**config.mk**
```make
export PLATFORM = sky130hd
export DESIGN_NAME = counter_updown
export DESIGN_NICKNAME = d
export VERILOG_FILES = /design/src/rtl/counter_pkg.sv /design/src/rtl/counter_updown_nxt.sv /design/src/rtl/counter_updown.sv
export SDC_FILE = /design/constraint.sdc
export NUM_CORES = 1
export LEC_CHECK = 0
export BUFFER_PORTS_ARGS = -buffer_cell sky130_fd_sc_hd__buf_2
export CAP_MARGIN = 20
export CORE_AREA = 2 2 39 41
export CTS_BUF_LIST = sky130_fd_sc_hd__clkbuf_8
export DETAILED_ROUTE_END_ITERATION = 12
export DIE_AREA = 0 0 41 43
export HOLD_SLACK_MARGIN = 0.06
export SETUP_SLACK_MARGIN = 0.02
export SYNTH_ARGS = -nofsm -noshare
export SYNTH_HDL_FRONTEND = slang
export SYNTH_SLANG_ARGS = --single-unit
```
**constraint.sdc**
```tcl
create_clock -name clk -period 1.8 [get_ports clk]
set_input_delay 0.18 -clock clk [delete_from_list [all_inputs] [get_ports clk]]
set_output_delay 0.18 -clock clk [all_outputs]
set_load 0.02 [all_outputs]
```
**src/rtl/counter_pkg.sv**
```systemverilog
// Shared constants and helpers for the modulo-N up/down counter.
// Direction and boundary-mode encodings match the raw up/sat input levels.
package counter_pkg;

    localparam logic DIR_UP    = 1'b1;
    localparam logic DIR_DOWN  = 1'b0;
    localparam logic MODE_WRAP = 1'b0;
    localparam logic MODE_SAT  = 1'b1;

    // Generic clamp; callers size the result back down to their own width.
    function automatic logic [31:0] clamp(input logic [31:0] val, input logic [31:0] max);
        return (val > max) ? max : val;
    endfunction

endpackage : counter_pkg

```
**src/rtl/counter_updown_nxt.sv**
```systemverilog
// Next-state logic for counter_updown: load clamp, step, wrap and saturation.
// Purely combinational; clear and reset are applied by the register stage.
module counter_updown_nxt
    import counter_pkg::*;
#(
    parameter int unsigned WIDTH   = 4,
    parameter int unsigned MOD_MAX = 15
) (
    input  logic [WIDTH-1:0] cnt,
    input  logic             en,
    input  logic             up,
    input  logic             sat,
    input  logic             load,
    input  logic [WIDTH-1:0] load_val,
    output logic [WIDTH-1:0] cnt_nxt,
    output logic             wrap_nxt,
    output logic             sat_set
);

    // One extra bit keeps +1 exact when MOD_MAX is the all-ones value.
    localparam logic [WIDTH:0] MAX_EXT = (WIDTH+1)'(MOD_MAX);

    logic [WIDTH:0] cnt_ext;
    assign cnt_ext = {1'b0, cnt};

    always_comb begin
        // NOTE: every output gets a default first, so no path can infer a latch.
        cnt_nxt  = cnt;
        wrap_nxt = 1'b0;
        sat_set  = 1'b0;

        if (load) begin
            cnt_nxt = WIDTH'(clamp(32'(load_val), 32'(MOD_MAX)));
        end else if (en) begin
            if (up == DIR_UP) begin
                if (cnt_ext < MAX_EXT) begin
                    cnt_nxt = WIDTH'(cnt_ext + 1'b1);
                end else if (sat == MODE_SAT) begin
                    sat_set = 1'b1;
                end else begin
                    cnt_nxt  = '0;
                    wrap_nxt = 1'b1;
                end
            end else begin
                if (cnt_ext != '0) begin
                    cnt_nxt = WIDTH'(cnt_ext - 1'b1);
                end else if (sat == MODE_SAT) begin
                    sat_set = 1'b1;
                end else begin
                    cnt_nxt  = WIDTH'(MAX_EXT);
                    wrap_nxt = 1'b1;
                end
            end
        end
    end

endmodule : counter_updown_nxt

```
**src/rtl/counter_updown.sv**
```systemverilog
// Modulo-N up/down counter with clear, clamped load, wrap/saturate modes,
// combinational terminal count, registered wrap pulse and sticky saturation flag.
module counter_updown
    import counter_pkg::*;
#(
    parameter int unsigned WIDTH   = 4,
    parameter int unsigned MOD_MAX = 15,
    parameter int unsigned RST_VAL = 0
) (
    input  logic             clk,
    input  logic             rst,
    input  logic             clr,
    input  logic             load,
    input  logic [WIDTH-1:0] load_val,
    input  logic             en,
    input  logic             up,
    input  logic             sat,
    output logic [WIDTH-1:0] cnt,
    output logic             tc,
    output logic             wrap,
    output logic             sat_flag
);

    if (MOD_MAX < 1 || MOD_MAX > (2**WIDTH) - 1) begin : g_bad_mod_max
        $error("counter_updown: MOD_MAX out of range for WIDTH");
    end
    if (RST_VAL > MOD_MAX) begin : g_bad_rst_val
        $error("counter_updown: RST_VAL exceeds MOD_MAX");
    end

    localparam logic [WIDTH-1:0] RST_CNT = WIDTH'(RST_VAL);
    localparam logic [WIDTH-1:0] MAX_CNT = WIDTH'(MOD_MAX);

    logic [WIDTH-1:0] cnt_q, cnt_d, cnt_nxt;
    logic             wrap_q, wrap_d, wrap_nxt;
    logic             sat_flag_q, sat_flag_d, sat_set;

    counter_updown_nxt #(
        .WIDTH   (WIDTH),
        .MOD_MAX (MOD_MAX)
    ) u_nxt (
        .cnt      (cnt_q),
        .en       (en),
        .up       (up),
        .sat      (sat),
        .load     (load),
        .load_val (load_val),
        .cnt_nxt  (cnt_nxt),
        .wrap_nxt (wrap_nxt),
        .sat_set  (sat_set)
    );

    // Clear overrides load and count; reset is layered on top in the register.
    always_comb begin
        cnt_d      = cnt_nxt;
        wrap_d     = wrap_nxt;
        sat_flag_d = sat_flag_q | sat_set;
        if (clr) begin
            cnt_d      = RST_CNT;
            wrap_d     = 1'b0;
            sat_flag_d = 1'b0;
        end
    end

    always_ff @(posedge clk) begin
        // NOTE: non-blocking so every register samples pre-edge values together.
        if (rst) begin
            cnt_q      <= RST_CNT;
            wrap_q     <= 1'b0;
            sat_flag_q <= 1'b0;
        end else begin
            cnt_q      <= cnt_d;
            wrap_q     <= wrap_d;
            sat_flag_q <= sat_flag_d;
        end
    end

    assign tc = en & (((up == DIR_UP)   && (cnt_q == MAX_CNT)) ||
                      ((up == DIR_DOWN) && (cnt_q == '0)));

    assign cnt      = cnt_q;
    assign wrap     = wrap_q;
    assign sat_flag = sat_flag_q;

endmodule : counter_updown

```
* Word level (Yosys, flattened, before mapping)
Cells that the tools add are included.
Widths: inputs -> output; s select.
** Operators by class
- Add/sub/neg operators :: 2
- Eq/ne operators :: 3
- Magnitude comparators :: 1
- Reduce and logical (&&, ||, !) cells :: 9
- Bitwise logic cells :: 4
- Multiplexer cells :: 17
** Operator list (count)
- $mux 4 :: 7
- $mux 1 :: 10
- $ne 4x3->1 const B :: 2
- $reduce_bool 5->1 :: 1
- $add 4x1->4 const B :: 1
- $eq 4x4->1 const B :: 1
- $logic_not 4->1 :: 1
- $lt 4x4->1 const B :: 1
- $reduce_or 4->1 :: 1
- $sub 4x1->4 const B :: 1
- $reduce_and 3->1 :: 1
- $logic_and 1x1->1 :: 2
- $not 1->1 :: 2
- $reduce_bool 2->1 :: 1
- $reduce_or 2->1 :: 1
- $and 1x1->1 :: 1
- $logic_or 1x1->1 :: 1
- $or 1x1->1 :: 1
** Word-level totals
- Bits of input ports :: 11
- Bits in registers :: 6
- Logic and storage cells :: 39

* Logic depth before layout (Yosys ltp)
Gate-level depths: netlist of the first run.
- Word-level depth :: 6
- Gate-level depth with buffers :: 7
- Depth with buffers taken out :: 7

* By module
From an unflattened synthesis of the first run, not the netlist that was laid out.
** Second synthesis, totals
- Cell total of the unflattened synthesis :: 72
- Area, all modules :: 548.0 µm²
** By module, submodules not included
- counter_updown_nxt :: times used 1, area each 355.3 µm², cells each 54
- counter_updown :: times used 1, area each 192.7 µm², cells each 18

* Worst setup path after synthesis of the first run
OpenSTA, ideal clock, no wires.
- Kind :: register -> register
- From :: register cnt_q[0], in the netlist cnt[0]
- To :: register sat_flag_q, in the netlist sat_flag
- Stages on the path, launching flop included :: 8
- Clock period less this slack :: 1681 ps
- Data arrival time :: 1565 ps
- Path buffers :: 0
- Slack :: 119 ps
- Cell sequence :: dfxtp_1 > inv_1 > ha_1 > nor4b_2 > o21ai_0 > inv_1 > a31oi_1 > nor2_1
** Between the ends
- Cells in the longest elaborated chain, start to end :: 6
** Ends and longest elaborated chain
- from (decl) :: RTL line counter_updown.sv:34 : logic [WIDTH-1:0] cnt_q, cnt_d, cnt_nxt;
- from (signal assigned) :: RTL line counter_updown.sv:72 : cnt_q <= cnt_d;
- $lt 4x4->1 or $reduce_bool 5->1 (tied branches) :: RTL line counter_updown_nxt.sv:36, counter_updown_nxt.sv:45
- $mux 1 (on tied branches) :: RTL line counter_updown_nxt.sv:36, counter_updown_nxt.sv:45
- $mux 1 (*) :: RTL line counter_updown_nxt.sv:35 : if (up == DIR_UP) begin
- $mux 1 (*) :: RTL line counter_updown_nxt.sv:34 : end else if (en) begin
- $mux 1 (*) :: RTL line counter_updown_nxt.sv:32 : if (load) begin
- $or 1x1->1 (*) :: RTL line counter_updown.sv:57 : sat_flag_d = sat_flag_q | sat_set;
- to (signal assigned) :: RTL line counter_updown.sv:74 : sat_flag_q <= sat_flag_d;
- to (decl) :: RTL line counter_updown.sv:36 : logic sat_flag_q, sat_flag_d, sat_set;
Every way passes the cells marked *; elsewhere a longest branch is shown, timed or not.
A chain may end at the register's enable or synchronous reset.

* Final worst setup path of the first run
- From :: register cnt_q[0], in the netlist cnt[0]
- To :: output port tc
** Between the ends
- Cells in the longest elaborated chain, start to end :: 4
** Ends and longest elaborated chain
- $eq 4x4->1 or $logic_not 4->1 (tied branches) :: RTL line counter_updown.sv:78, counter_updown.sv:79
- $logic_and 1x1->1 (on tied branches) :: RTL line counter_updown.sv:78, counter_updown.sv:79
- $logic_or 1x1->1 (*) :: RTL line counter_updown.sv:78 : assign tc = en & (((up == DIR_UP) && (cnt_q == MAX_CNT)) ||
- $and 1x1->1 (*) :: RTL line counter_updown.sv:78
- to (decl) :: RTL line counter_updown.sv:19 : output logic tc,
Marks and branches as above.

==> impl_metrics.json, run 1 <==
{
  "htreeDepth": 1,
  "die_x_um": 41,
  "initial_core_util": 0.283,
  "rsz0062_at_grt": "false",
  "antenna_cells": 0,
  "synth.distinct_cells": 24,
  "ys.flop_type": "dfxtp_1",
  "worst_pin_slew_ns": 0.279,
  "fin_skew_ns": 0.00182,
  "cts_buffer_depth": 2,
  "fp.dieH_um": 43,
  "ys_seq_elements": 6,
  "drc": 0,
  "arrival_ns": 1.47,
  "slowest_stage": "dfxtp_2",
  "port_buffers": 17,
  "synth-edff-count": 0,
  "p_leak_nw": 0.266,
  "drv_cap": 0,
  "hold_viol": 0,
  "setup_viol": 0,
  "crit_path_max_fanout": 7,
  "maxSlewHeadroom": 0.811,
  "worstSkewPairLatency_ns": 0.22,
  "syn-num-nets": 59,
  "status": "finished, final reports clean",
  "wl_per_cell_um": 11.1,
  "total_power_mw": 0.432,
  "cts_sinks": 6,
  "post-place-ws_ns": 0.128,
  "yosysWarnings": 0,
  "pin_count": 18,
  "cts_tree": "built",
  "cts-buffers-inserted": 3,
  "antenna_found_initial": 0,
  "fillCellCount": 145,
  "async_flop_share": 0,
  "synth_area_leaders": "dfxtp_1, xnor2_1, a21oi_1, ha_1, mux2i_1",
  "netlist.area_leader.share": 0.307,
  "grt_max_degree": 10,
  "gr-total-overflow": 0,
  "period_needed_ns": 1.65,
  "gp_congestion": 0.707,
  "vias": 401,
  "slowest_delay_ns": 0.37,
  "cpMostUsedCell": "inv_1",
  "path_cells": "inv_1 > ha_1 > nor4b_4 > o21ai_1 > inv_1 > buf_2",
  "postCtsSetupBuffers": 0,
  "postRouteAntennaNets": 0,
  "grt_pass1_vias": 333,
  "crit_type": "reg2out",
  "period_share": 0.917,
  "clkTransAtPathRegs_ns": 0.04,
  "hpwl_um": 703,
  "area_growth_pct": 40.3,
  "syn_area_per_cell_sq_um": 8.51,
  "fin_nets": 81,
  "min_path_type": "in2reg",
  "power_density_nw_per_um2": 787,
  "ir_drop_mv": 0.510,
  "wirelength_um": 910,
  "synth_top_area_cell": "dfxtp_1",
  "drive_above_1_share": 0.409,
  "hold_buffers": 0,
  "dr.pass1.iters": 4,
  "dieArea_sq_um": 1760,
  "clockRootBuffer": "clkbuf_8",
  "cp-start-kind": "flip-flop",
  "detail_route.iter0.violations": 10,
  "hold_slack_ns": 0.146,
  "track_usage": 0.113,
  "final_core_util": 0.397,
  "finalSetupTns_ns": 0,
  "viasPerCell": 4.89,
  "ys_seq_area_frac": 0.307,
  "setup_slack_ns": 0.149,
  "syn_area_sq_um": 392,
  "final-max-slew-violation-count": 0,
  "synthCells": 46,
  "coreArea_sq_um": 1380,
  "placementRows": 14,
  "end_kind": "primary output",
  "fmax_mhz": 606,
  "required_ns": 1.62,
  "grt_pass1_wl_um": 1310,
  "reg2reg_slack_ns": 0.22
}
[metrics by stage]
stage	cell area, sq um	instances
2_1_floorplan	392	46
3_3_place_gp	497	79
5_1_grt	549	82
6_report	549	82
3_5_place_dp	497	79
4_1_cts	538	82
[report_power, final]
part	switching [mW]	total (mW)	internal, mW	leakage (nW)
combinational	0.0448	0.0853	0.0405	0.194
clock	0.0540	0.197	0.143	0.0216
sequential	0.00982	0.150	0.140	0.0498
total	0.109	0.432	0.324	0.266
[layer usage]
layer | vias up | track usage | wire [um]
li1 | 207 | - | -
met1 | 176 | 0.148 | 411
met2 | 16 | 0.141 | 419
met3 | 2 | 0.0366 | 62
met4 | 0 | 0.0933 | 16
met5 | - | 0 | 0
[registers in the layout, indices dropped and copies added, names as in the netlist]
name and flops:
sat_flag 1, cnt 4, wrap 1
[path summary, 6_finish.rpt]
path             from        to  cells past startpoint
min              load      wrap                      2
max            cnt[0]        tc                      6
min reg2reg  sat_flag  sat_flag                      2
max reg2reg    cnt[0]    cnt[0]                      7
[synthesized netlist by cell type, types with 2 or more instances]
| cell | number |
|---|---|
| inv_1 | 5 |
| xnor2_1 | 3 |
| o21ai_0 | 4 |
| ha_1 | 2 |
| mux2i_1 | 2 |
| a21oi_1 | 5 |
| dfxtp_1 | 6 |
| nor2_1 | 3 |
[final cells by class]
cell class	count	area (sq um)	area share
sequential	6	123	0.223
inverter	5	18.8	0.0342
tap	16	20.0	0.0364
multi-input combinational	35	262	0.476
timing repair buffer	17	85.1	0.155
clock buffer	3	41.3	0.0752
[timing repair]
| action | in CTS | in global routing |
|---|---|---|
| pin swaps | 0 | 1 |
| resized for setup | 1 | 3 |
| setup endpoints to repair | 1 | 2 |
| endpoints found under the hold margin | 0 | 0 |
[placed cells by master, fill, tap and decap left out, drive strengths merged, types with 3 or more instances in the layout]
| cell type | synthesis | layout |
|---|---|---|
| buf | 0 | 17 |
| inv | 5 | 5 |
| nor2 | 3 | 3 |
| o21ai | 5 | 5 |
| dfxtp | 6 | 6 |
| xnor2 | 3 | 3 |
| clkbuf | 0 | 3 |
| a21oi | 5 | 5 |
[worst max-delay path, delay by kind of cell, from the launching register on]
kind,cells,cell delay (ns)
DFF,1,0.37
adders and majority gates,1,0.23
AOI/OAI and AO/OA,1,0.20
and+or+nand+nor,1,0.14
buffers and inverters,3,0.31
[cells by family after synthesis]
group / synth area share
compound gates: 0.236
xor+xnor: 0.0671
fa+ha+maj: 0.0639
buf+inv: 0.0479
flops: 0.307
mux: 0.0799
simple gates: 0.198
(Power assumes the default switching activity.)
==> inputs of run 2 (changes only) <==
- CTS_BUF_LIST: sky130_fd_sc_hd__clkbuf_8 -> not set
==> run 2 against run 1 <==
Via count is 1.5% higher; first-iteration DRC count shrank 60%; die area unchanged; total power fell by 18%; critical path depth unchanged; clock skew is 0.0019 ns higher; flip-flop and latch count unchanged; critical path type unchanged; largest power group is now sequential cells; highest routed layer unchanged.
==> impl_metrics.json, run 2 (synthesis results as in run 1) <==
{
  "dieArea_sq_um": 1760,
  "end_kind": "primary output",
  "reg2reg_slack_ns": 0.21,
  "worstReg2RegEnd": "cnt[0]",
  "worstSkewPairLatency_ns": 0.24,
  "cp-start-kind": "flip-flop",
  "clockRootBuffer": "clkbuf_4",
  "detail_route.iter0.violations": 4,
  "dr.pass1.iters": 4,
  "period_needed_ns": 1.64,
  "area_growth_pct": 36.4,
  "mostFrequentLayoutCells": "buf_2, inv_1, a21oi_1",
  "cts-buffers-inserted": 3,
  "drv_cap": 0,
  "reg2reg_from": "cnt[0]",
  "crit_type": "reg2out",
  "p_leak_nw": 0.259,
  "required_ns": 1.62,
  "port_buffers": 17,
  "setup_viol": 0,
  "postCtsSetupBuffers": 0,
  "critPathBufInv": 3,
  "largest_reg_flops": 4,
  "cts_sinks": 6,
  "placementRows": 14,
  "fin_nets": 81,
  "period_share": 0.914,
  "final_common_cell": "buf_2",
  "grt_max_degree": 10,
  "viasPerCell": 4.96,
  "crit_path_max_fanout": 7,
  "vias": 407,
  "setup_slack_ns": 0.155,
  "antenna_found_initial": 0,
  "post-place-ws_ns": 0.128,
  "whs_path_depth": 2,
  "cpMostUsedCell": "inv_1",
  "finalSetupTns_ns": 0,
  "clkTransAtPathRegs_ns": 0.04,
  "status": "finished, final reports clean",
  "wirelength_um": 870,
  "final-max-slew-violation-count": 0,
  "initial_core_util": 0.283,
  "worst-r2r-cell-count": 7,
  "fp.dieH_um": 43,
  "hold_viol": 0,
  "drive_above_1_share": 0.424,
  "worst_pin_slew_ns": 0.279,
  "drc": 0,
  "grt_pass1_vias": 343,
  "coreArea_sq_um": 1380,
  "cts_buffer_depth": 2,
  "die_x_um": 41,
  "fin_skew_ns": 0.00373,
  "ir_drop_mv": 0.295,
  "cp-startpoint": "cnt[0]",
  "wl_per_cell_um": 10.6,
  "total_power_mw": 0.354,
  "grt_pass1_wl_um": 1330,
  "endpoint": "tc",
  "cts_tree": "built",
  "path_cells": "inv_1 > ha_1 > nor4b_4 > o21ai_2 > inv_1 > buf_2",
  "gp_congestion": 0.707,
  "hold_slack_ns": 0.123,
  "gr-total-overflow": 0,
  "rsz0062_at_grt": "false",
  "power_density_nw_per_um2": 662,
  "antenna_cells": 0,
  "min_path_type": "in2reg",
  "cp_num_cells": 6,
  "slowest_stage": "dfxtp_2",
  "track_usage": 0.116,
  "maxSlewHeadroom": 0.811,
  "slowest_delay_ns": 0.34,
  "arrival_ns": 1.46,
  "htreeDepth": 1,
  "postRouteAntennaNets": 0,
  "final_cell_area_sq_um": 534,
  "placed_area_sq_um": 497,
  "pin_count": 18,
  "cpLargestDelayFamily": "flip-flops",
  "hold_buffers": 0,
  "fmax_mhz": 608,
  "hpwl_um": 703
}
-- run 2: cell count changes in the layout (fill, tap and decap cells not counted) --
cell	previous run	this run
clkbuf_4	0	3
clkbuf_8	3	0
o21ai_1	2	1
o21ai_2	0	1
-- run 2: worst min-delay path by stage --
stage,endpoint,start,slack [ns]
floorplan,wrap,load,0.26
global placement,wrap,load,0.36
finish,wrap,load,0.12
CTS,wrap,load,0.11
global route,wrap,load,0.13
detailed placement,wrap,load,0.37
-- run 2: metal layers --
layer / global-route usage / wire, um / up-vias
li1: - / - / 213
met1: 0.148 / 383 / 178
met2: 0.141 / 414 / 14
met3: 0.0366 / 59 / 2
met4: 0.113 / 13 / 0
met5: 0 / 0 / -
-- run 2: cell type report --
cell class                 instances  area [sq um]
tap                               16          20.0
multi-input combinational         35           265
clock buffer                       3          22.5
sequential                         6           123
fill                             147           850
timing repair buffer              17          85.1
inverter                           5          18.8
-- run 2: metrics by stage --
stage,instances,utilization
6_report,82,0.386
4_1_cts,82,0.375
3_3_place_gp,79,0.359
5_1_grt,82,0.386
2_1_floorplan,46,-
3_5_place_dp,79,0.359
-- run 2: repair_timing --
item / CTS / global route
gates resized for setup: 1 / 4
endpoints found under the setup margin: 1 / 2
cloned: 0 / 0
pin swaps: 0 / 1
-- run 2: power breakdown --
group / total [mW] / internal, mW / switching, mW
registers: 0.149 / 0.139 / 0.00944
logic: 0.0862 / 0.0411 / 0.0452
clock network: 0.119 / 0.0751 / 0.0437
